## config.mk

```make
export PLATFORM = sky130hd
export DESIGN_NAME = fft8_seq_ctrl
export DESIGN_NICKNAME = d
export VERILOG_FILES = /design/src/rtl/fft_pkg.sv /design/src/rtl/fft8_sample_rf.sv /design/src/rtl/fft8_seq_ctrl.sv
export SDC_FILE = /design/constraint.sdc
export NUM_CORES = 1
export LEC_CHECK = 0
export CELL_PAD_IN_SITES_DETAIL_PLACEMENT = 2
export CELL_PAD_IN_SITES_GLOBAL_PLACEMENT = 2
export CORE_MARGIN = 4
export CORE_UTILIZATION = 41
export CTS_CLUSTER_DIAMETER = 150
export DETAILED_ROUTE_END_ITERATION = 16
export PLACE_DENSITY_LB_ADDON = 0.05
export SETUP_SLACK_MARGIN = 0.1
export SYNTH_ARGS = -nofsm -noshare
export SYNTH_HDL_FRONTEND = slang
export SYNTH_SLANG_ARGS = --single-unit
export TNS_END_PERCENT = 30
```

## constraint.sdc

```tcl
create_clock -name clk -period 12.6 [get_ports clk]
set_input_delay 1.26 -clock clk [delete_from_list [all_inputs] [get_ports clk]]
set_output_delay 1.26 -clock clk [all_outputs]
set_load 0.02 [all_outputs]
```

## src/rtl/fft_pkg.sv

```systemverilog
// fft_pkg: shared constants, sequencer state encoding and index bit-reversal for the 8-point transform
package fft_pkg;
  localparam int FFT_N = 8;
  localparam int FFT_LOG2N = 3;
  localparam int FFT_W = 16;
  typedef enum logic [2:0] {S_LOAD, S_ISSUE, S_WAIT, S_WB, S_UNLOAD} state_e;
  function automatic logic [FFT_LOG2N-1:0] bitrev(input logic [FFT_LOG2N-1:0] x);
    logic [FFT_LOG2N-1:0] r;
    for (int b = 0; b < FFT_LOG2N; b++) r[b] = x[FFT_LOG2N-1-b];
    return r;
  endfunction
endpackage

```

## src/rtl/fft8_sample_rf.sv

```systemverilog
// fft8_sample_rf: 8 x W sample register file
// Ports: ld_en_i/ld_idx_i/ld_data_i single load write; wb_en_i writes c_i->rf[i_idx_i], d_i->rf[j_idx_i];
//        a_o/b_o async reads at i/j; u_o async read at u_idx_i. Contents survive reset.
module fft8_sample_rf import fft_pkg::*; #(
  parameter int W = FFT_W
) (
  input  logic                 clk,
  input  logic                 ld_en_i,
  input  logic [FFT_LOG2N-1:0] ld_idx_i,
  input  logic [W-1:0]         ld_data_i,
  input  logic                 wb_en_i,
  input  logic [FFT_LOG2N-1:0] i_idx_i,
  input  logic [FFT_LOG2N-1:0] j_idx_i,
  input  logic [W-1:0]         c_i,
  input  logic [W-1:0]         d_i,
  input  logic [FFT_LOG2N-1:0] u_idx_i,
  output logic [W-1:0]         a_o,
  output logic [W-1:0]         b_o,
  output logic [W-1:0]         u_o
);
  logic [W-1:0] rf_q [FFT_N];
  always_ff @(posedge clk) begin
    if (ld_en_i) rf_q[ld_idx_i] <= ld_data_i;
    if (wb_en_i) begin
      rf_q[i_idx_i] <= c_i;
      rf_q[j_idx_i] <= d_i;
    end
  end
  assign a_o = rf_q[i_idx_i];
  assign b_o = rf_q[j_idx_i];
  assign u_o = rf_q[u_idx_i];
endmodule

```

## src/rtl/fft8_seq_ctrl.sv

```systemverilog
// fft8_seq_ctrl: sequences an external add/sub butterfly through an 8-point 3-stage in-place Walsh-Hadamard transform
// Ports: in_data/in_valid/in_ready sample input stream; out_data/out_valid/out_ready/out_last result stream;
//        busy high outside LOAD; bf_a/bf_b/bf_en/bf_ctrl drive the butterfly, bf_c/bf_d return its results.
// Build option: FFT8_BITREV_EN unloads results in bit-reversed index order instead of natural order.
module fft8_seq_ctrl import fft_pkg::*; #(
  parameter int BF_LAT = 1,
  parameter int W = FFT_W
) (
  input  logic         clk,
  input  logic         rst,
  input  logic [W-1:0] in_data,
  input  logic         in_valid,
  output logic         in_ready,
  output logic [W-1:0] out_data,
  output logic         out_valid,
  input  logic         out_ready,
  output logic         out_last,
  output logic         busy,
  output logic [W-1:0] bf_a,
  output logic [W-1:0] bf_b,
  output logic         bf_en,
  output logic         bf_ctrl,
  input  logic [W-1:0] bf_c,
  input  logic [W-1:0] bf_d
);
  localparam logic [FFT_LOG2N-1:0] LAST = FFT_LOG2N'(FFT_N - 1);
  state_e state_q, state_d;
  logic [FFT_LOG2N-1:0] cnt_q, cnt_d, k3, span, ii, jj, u_idx;
  logic [1:0] s_q, s_d, k_q, k_d, w_q, w_d;
  logic [W-1:0] rf_a, rf_b, rf_u;
  always_ff @(posedge clk) begin
    if (rst) begin
      state_q <= S_LOAD;
      cnt_q <= '0;
      s_q <= '0;
      k_q <= '0;
      w_q <= '0;
    end else begin
      state_q <= state_d;
      cnt_q <= cnt_d;
      s_q <= s_d;
      k_q <= k_d;
      w_q <= w_d;
    end
  end
  // Butterfly k of stage s pairs i and i+span, with span = 2^s
  always_comb begin
    k3 = {1'b0, k_q};
    span = FFT_LOG2N'(1) << s_q;
    ii = ((k3 >> s_q) << (s_q + 2'd1)) | (k3 & (span - FFT_LOG2N'(1)));
    jj = ii + span;
  end
  always_comb begin
    state_d = state_q;
    cnt_d = cnt_q;
    s_d = s_q;
    k_d = k_q;
    w_d = '0;
    case (state_q)
      S_LOAD: begin
        cnt_d = in_valid ? cnt_q + 1'b1 : cnt_q;
        state_d = (in_valid && cnt_q == LAST) ? S_ISSUE : S_LOAD;
        s_d = '0;
        k_d = '0;
      end
      S_ISSUE: state_d = (BF_LAT > 1) ? S_WAIT : S_WB;
      // WAIT lasts BF_LAT-1 cycles so WB lands exactly when bf_c/bf_d become valid
      S_WAIT: begin
        w_d = w_q + 1'b1;
        state_d = (w_q == 2'(BF_LAT - 2)) ? S_WB : S_WAIT;
      end
      S_WB: begin
        k_d = k_q + 1'b1;
        s_d = (k_q == 2'd3) ? s_q + 1'b1 : s_q;
        cnt_d = '0;
        state_d = (s_q == 2'd2 && k_q == 2'd3) ? S_UNLOAD : S_ISSUE;
      end
      S_UNLOAD: begin
        cnt_d = out_ready ? cnt_q + 1'b1 : cnt_q;
        state_d = (out_ready && cnt_q == LAST) ? S_LOAD : S_UNLOAD;
      end
      default: state_d = S_LOAD;
    endcase
  end
`ifdef FFT8_BITREV_EN
  assign u_idx = bitrev(cnt_q);
`else
  assign u_idx = cnt_q;
`endif
  always_comb begin
    in_ready = state_q == S_LOAD;
    busy = state_q != S_LOAD;
    bf_en = state_q == S_ISSUE;
    bf_a = bf_en ? rf_a : '0;
    bf_b = bf_en ? rf_b : '0;
    bf_ctrl = 1'b0;
    out_valid = state_q == S_UNLOAD;
    out_last = out_valid && cnt_q == LAST;
    out_data = out_valid ? rf_u : '0;
  end
  fft8_sample_rf #(.W(W)) u_rf (
    .clk(clk),
    .ld_en_i(in_ready && in_valid),
    .ld_idx_i(cnt_q),
    .ld_data_i(in_data),
    .wb_en_i(state_q == S_WB),
    .i_idx_i(ii),
    .j_idx_i(jj),
    .c_i(bf_c),
    .d_i(bf_d),
    .u_idx_i(u_idx),
    .a_o(rf_a),
    .b_o(rf_b),
    .u_o(rf_u)
  );
endmodule

```

Word level (Yosys, flattened, before mapping) --
Memories as Yosys holds them, arrays and structs flattened. A register that Yosys moved wholly into a read port is not among the register bits. Index checks and enable logic that the tools add are counted.
Storage, ports and cells: register bits 12, RAM bits 128, logic and storage cells 65, memories kept 1
Operators by class: $add $sub $neg 6, equality and inequality tests 11, shifts and indexed selects 3, multiplexer cells 23, bitwise operators 3, reductions and logical operators 13
Memory list:
- u_rf.rf_q | depth 8, bits a word 16, rd ports 3, clocked after memory_dff 1, write ports 2, line fft8_sample_rf.sv:21 | logic [W-1:0] rf_q [FFT_N];
Operator list (number):
- two-way mux 16 bit | 4
- two-way mux 3 bit | 7
- OR reduction 16 bit | 1
- case mux 3 bit (5 select lines) | 1
- case mux 3 bit (3 select lines) | 1
- case mux 2 bit (2 select lines) | 2
- two-way mux 1 bit | 7
- adder 2 x 1 -> 2 bit, second input constant | 3
- equality test 2 bit, second input constant | 3
- equality test 3 x 2 -> 1 bit, second input constant | 2
- equality test 3 bit, second input constant | 2
- nonzero test 3 bit | 2
- logical AND 1 bit | 5
- != test 2 bit, second input constant | 2
- adder 3 x 1 -> 3 bit, second input constant | 1
- adder 3 bit | 1
- bitwise AND 2 x 3 -> 3 bit | 1
- equality test 3 x 1 -> 1 bit, second input constant | 1
- zero test 3 bit | 1
- OR 3 bit | 1
- AND reduction 3 bit | 1
- left shift 1 x 2 -> 3 bit, first input constant | 1
- left shift 3 x 2 -> 3 bit | 1
- right shift 2 x 2 -> 3 bit | 1
- 7 further kinds | 7

Logic depth before layout (Yosys ltp) --
An unclocked memory read counts as a cell.
word-level depth 7, depth in mapped cells 18

Modules after synthesis --
Synthesis repeated with hierarchy kept, for this count alone.
Second synthesis, totals: cells, all modules 952, area, all modules 10931.7 um2
Modules (own cells, without submodules):
- fft8_sample_rf | instances 1, cells each 806, area each 9830.7 um2, sequential area each 3843.7 um2
- fft8_seq_ctrl | instances 1, cells each 146, area each 1101.1 um2, sequential area each 240.2 um2

Worst setup path before layout --
No wires, ideal clock.
path kind register -> output, start point register s_q[0], end point output port bf_b[14], data arrival time 3911 ps, setup slack 7429 ps, cell stages (with the launch flop) 16, buffers on the path 4, cell sequence dfxtp_1 > buf_2 > inv_1 > ha_1 > nand4bb_1 > and2_1 > clkbuf_1 > inv_1 > buf_2 > buf_1 > ha_1 > fa_1 > or4b_2 > nor3_1 > a22oi_1 > o221ai_1
Between the ends: longest elaborated chain between the ends 7
RTL lines:
- from (decl) | line fft8_seq_ctrl.sv:29 | logic [1:0] s_q, s_d, k_q, k_d, w_q, w_d;
- from (signal assigned) | line fft8_seq_ctrl.sv:35 | s_q <= '0;
- from (signal assigned) | line fft8_seq_ctrl.sv:41 | s_q <= s_d;
- left shift 1 x 2 -> 3 bit | line fft8_seq_ctrl.sv:49 | span = FFT_LOG2N'(1) << s_q;
- subtractor 3 x 1 -> 3 bit | line fft8_seq_ctrl.sv:50 | ii = ((k3 >> s_q) << (s_q + 2'd1)) | (k3 & (span - FFT_LOG2N'(1)));
- bitwise AND 2 x 3 -> 3 bit | line fft8_seq_ctrl.sv:50
- OR 3 bit | line fft8_seq_ctrl.sv:50
- adder 3 bit (*) | line fft8_seq_ctrl.sv:51 | jj = ii + span;
- memory read (8 x 16 bit) (*)
- two-way mux 16 bit (*) | line fft8_seq_ctrl.sv:95 | bf_b = bf_en ? rf_b : '0;
- to (decl) | line fft8_seq_ctrl.sv:20 | output logic [W-1:0] bf_b,
Mark *: on every way between the ends. The rest lies on a longest branch, timed or not.

Worst setup path after layout --
start point register s_q[0], end point output port bf_b[0]
The elaborated chain is that of the path after synthesis.

==> reports/qor.yml <==
logic_synthesis:
  synth_top_area_cell: "edfxtp_1"
  synth-main-ff-cell: "edfxtp_1"
  synth_cell_types: 58
  ys_ff_latch: 143
  synth_edf_count: 128
  avgSynthCellArea_sq_um: 9.97
  syn_area_sq_um: 11200
  netlist.area_leader.share: 0.344
  ys_top_cells_by_area: "edfxtp_1, mux2_2, nand2_1, mux2i_1, mux4_2"
  netlist_instances: 1120
  async_flop_share: 0
  yosys_warnings: 0
  synthesis.nets: 1181
  ys_seq_area_frac: 0.371
routing:
  first_iter_violations: 794
  route.detailed.drc: 0
  detailedRoute.firstPassIterationCount: 5
  vias_per_cell: 6.52
  wl_per_cell_microns: 29.0
  ant_nets: 0
  drt_wl_total_microns: 44100
  vias: 9893
global_route:
  gr-total-overflow: 0
  grt_pass1_wl_microns: 66700
  grtUsageTotal: 0.289
  grt_max_degree: 81
  antenna_found_initial: 0
  grt_pass1_vias: 10500
timing:
  finalCritPeriodShare: 0.631
  finClkSkew_ns: 0.00877
  tightest_slew_ns: 1.19
  setup_violations: 0
  rsz0062_at_grt: "false"
  finalSetupTns_ns: 0
  drv_slew: 0
  hold_violations: 0
  max_freq_mhz: 126
  layout_setup_ws_ns: 4.64
  fin_crit_ns: 7.96
  slew_headroom: 0.201
power:
  p_int_mw: 0.933
  p_per_area_nw_per_um2: 98.9
  swShare: 0.277
  peakVddDrop_mv: 0.0906
  clockPowerShare: 0.402
  net-switching-power_mw: 0.357
  combPwrFrac: 0.163
  p_leak_nw: 4.51
  pwr-share-seq: 0.435
placement:
  post-dp-hpwl_microns: 27000
  portBuffers: 104
  dpl_worst_slack_ns: 5.29
  globalplace.congestion: 0.807
layout:
  antenna_cells: 0
  nFillCells: 2755
  final_cell_mix: "nand2_1, edfxtp_1, mux2_2"
  drive_gt1_frac: 0.199
  nNetsFinal: 1225
  syn2layout_area_growth_pct: 16.8
  layout_commonest_cell: "nand2_1"
setup_path:
  critPathLaunchType: "flip-flop"
  end_kind: "primary output"
  cp_data_arrival_time_ns: 6.70
  path_class: "reg2out"
  critPathRequiredTime_ns: 11.34
  cp_max_fo: 67
  r2r_cells: 12
worst_hold_path:
  whs_path_depth: 1
  hp-class: "reg2reg"
floorplanning:
  io_pins: 106
  fp.dieH_microns: 173
  fp.coreArea_sq_um: 26900
  die_area_sq_um: 29900
  die_w_microns: 173
  initial_utilization: 0.416
  rows: 60
cts:
  cts_setup_buffers: 0
  htree_levels: 4
  cts_root_buffer: "clkbuf_16"
  clk_latency_ns: 0.44
  cts_tree: "yes"
  numCtsBuffers: 17
  hold_buffers: 0
  ctsResizeCount: 0
  clockBufferDepth: 2
  clock-sinks: 143
  clkTransAtPathRegs_ns: 0.07
flow_run:
  maxCapViolCount: 0
outcome:
  outcome: "finished clean"
[stage by stage]
stage | hold WS [ns] | power (mW) | instance area (sq um) | cells | utilization
floorplan | 0.405 | 0.690 | 11200 | 1120 | -
global placement | 0.426 | 0.773 | 12500 | 1486 | 0.464
detailed placement | 0.427 | 0.780 | 12500 | 1486 | 0.464
CTS | 0.438 | 1.29 | 13000 | 1518 | 0.485
global route | 0.468 | 1.33 | 13000 | 1518 | 0.485
finish | 0.435 | 1.29 | 13000 | 1518 | 0.485
[final timing paths]
check,startpoint,end,slack [ns]
max,s_q[0],bf_b[0],4.64
min,w_q[0],w_q[0],0.44
max reg2reg,s_q[0],u_rf.rf_q[2][10],7.03
min reg2reg,w_q[0],w_q[0],0.44
[cells in the mapped netlist (all sizes together), types with 2 or more instances]
| master | instances |
|---|---|
| nand2 | 246 |
| mux2 | 143 |
| edfxtp | 128 |
| mux2i | 74 |
| nor3 | 66 |
| clkbuf | 55 |
| buf | 45 |
| nor2 | 42 |
| a21oi | 41 |
| a32oi | 32 |
| mux4 | 32 |
| a211oi | 31 |
| a31oi | 31 |
| nand3 | 20 |
| a22o | 17 |
| a2bb2oi | 15 |
| a32o | 15 |
| dfxtp | 15 |
| ha | 8 |
| inv | 8 |
| o21ai | 7 |
| xnor2 | 5 |
| and2 | 4 |
| nand2b | 4 |
| o22ai | 4 |
| a22oi | 3 |
| a41oi | 3 |
| nor2b | 3 |
| xor2 | 3 |
| nor4 | 2 |
| o21a | 2 |
| or4b | 2 |
[cell type report]
type	count	area (sq um)	share of cell area
clock inverter	12	135	0.0104
inverter	8	30.0	0.00230
sequential	143	4150	0.318
timing repair buffer	125	1200	0.0919
multi-input combinational	869	6670	0.511
clock buffer	20	437	0.0335
tap	341	427	0.0327
[flip-flops by register name (all words and copies together), names as in the netlist, named ones only]
name / flops
cnt_q: 3
k_q: 2
s_q: 2
state_q: 3
u_rf.rf_q: 128
w_q: 2
[power by group through the flow]
stage | Sequential [mW] | Combinational, mW | Clock [mW]
2_1_floorplan | 0.559 | 0.131 | 0
4_1_cts | 0.560 | 0.212 | 0.519
6_report | 0.561 | 0.211 | 0.518
3_3_place_gp | 0.569 | 0.204 | 0
5_1_grt | 0.563 | 0.226 | 0.541
3_5_place_dp | 0.570 | 0.209 | 0
[cells by family (layout without fill, tap and decap cells)]
logic type,Yosys count,in the layout,synth area share
other,1,1,0.000336
buffers and inverters,108,165,0.0432
multiplexers,249,249,0.275
AO/OA/AOI/OAI,204,204,0.134
flip-flops,143,143,0.371
adder cells (fa/ha/maj),9,9,0.0108
AND/OR/NAND/NOR,398,398,0.155
XOR/XNOR,8,8,0.0113
[critical path, stage by stage (launching register included)]
cell	delay (ns)
dfxtp_1	0.50
inv_1	0.12
ha_1	0.40
nand4bb_1	0.15
and2_2	0.14
buf_4	0.63
inv_2	0.13
ha_4	0.21
fa_1	0.57
xor2_4	0.95
buf_4	0.77
mux2i_1	0.23
a211oi_1	0.39
a2bb2oi_1	0.22
a32o_1	0.19
clkdlybuf4s50_1	0.62
[routing by layer]
metal  vias to the layer above  share of wire  track usage
met4                         0          0.028       0.0984
met1                      5122           0.42        0.369
li1                       4356              -            -
met2                       337           0.50        0.509
met3                        78          0.051       0.0328
met5                         -              0            0
Power figures use the tool's default switching activity.
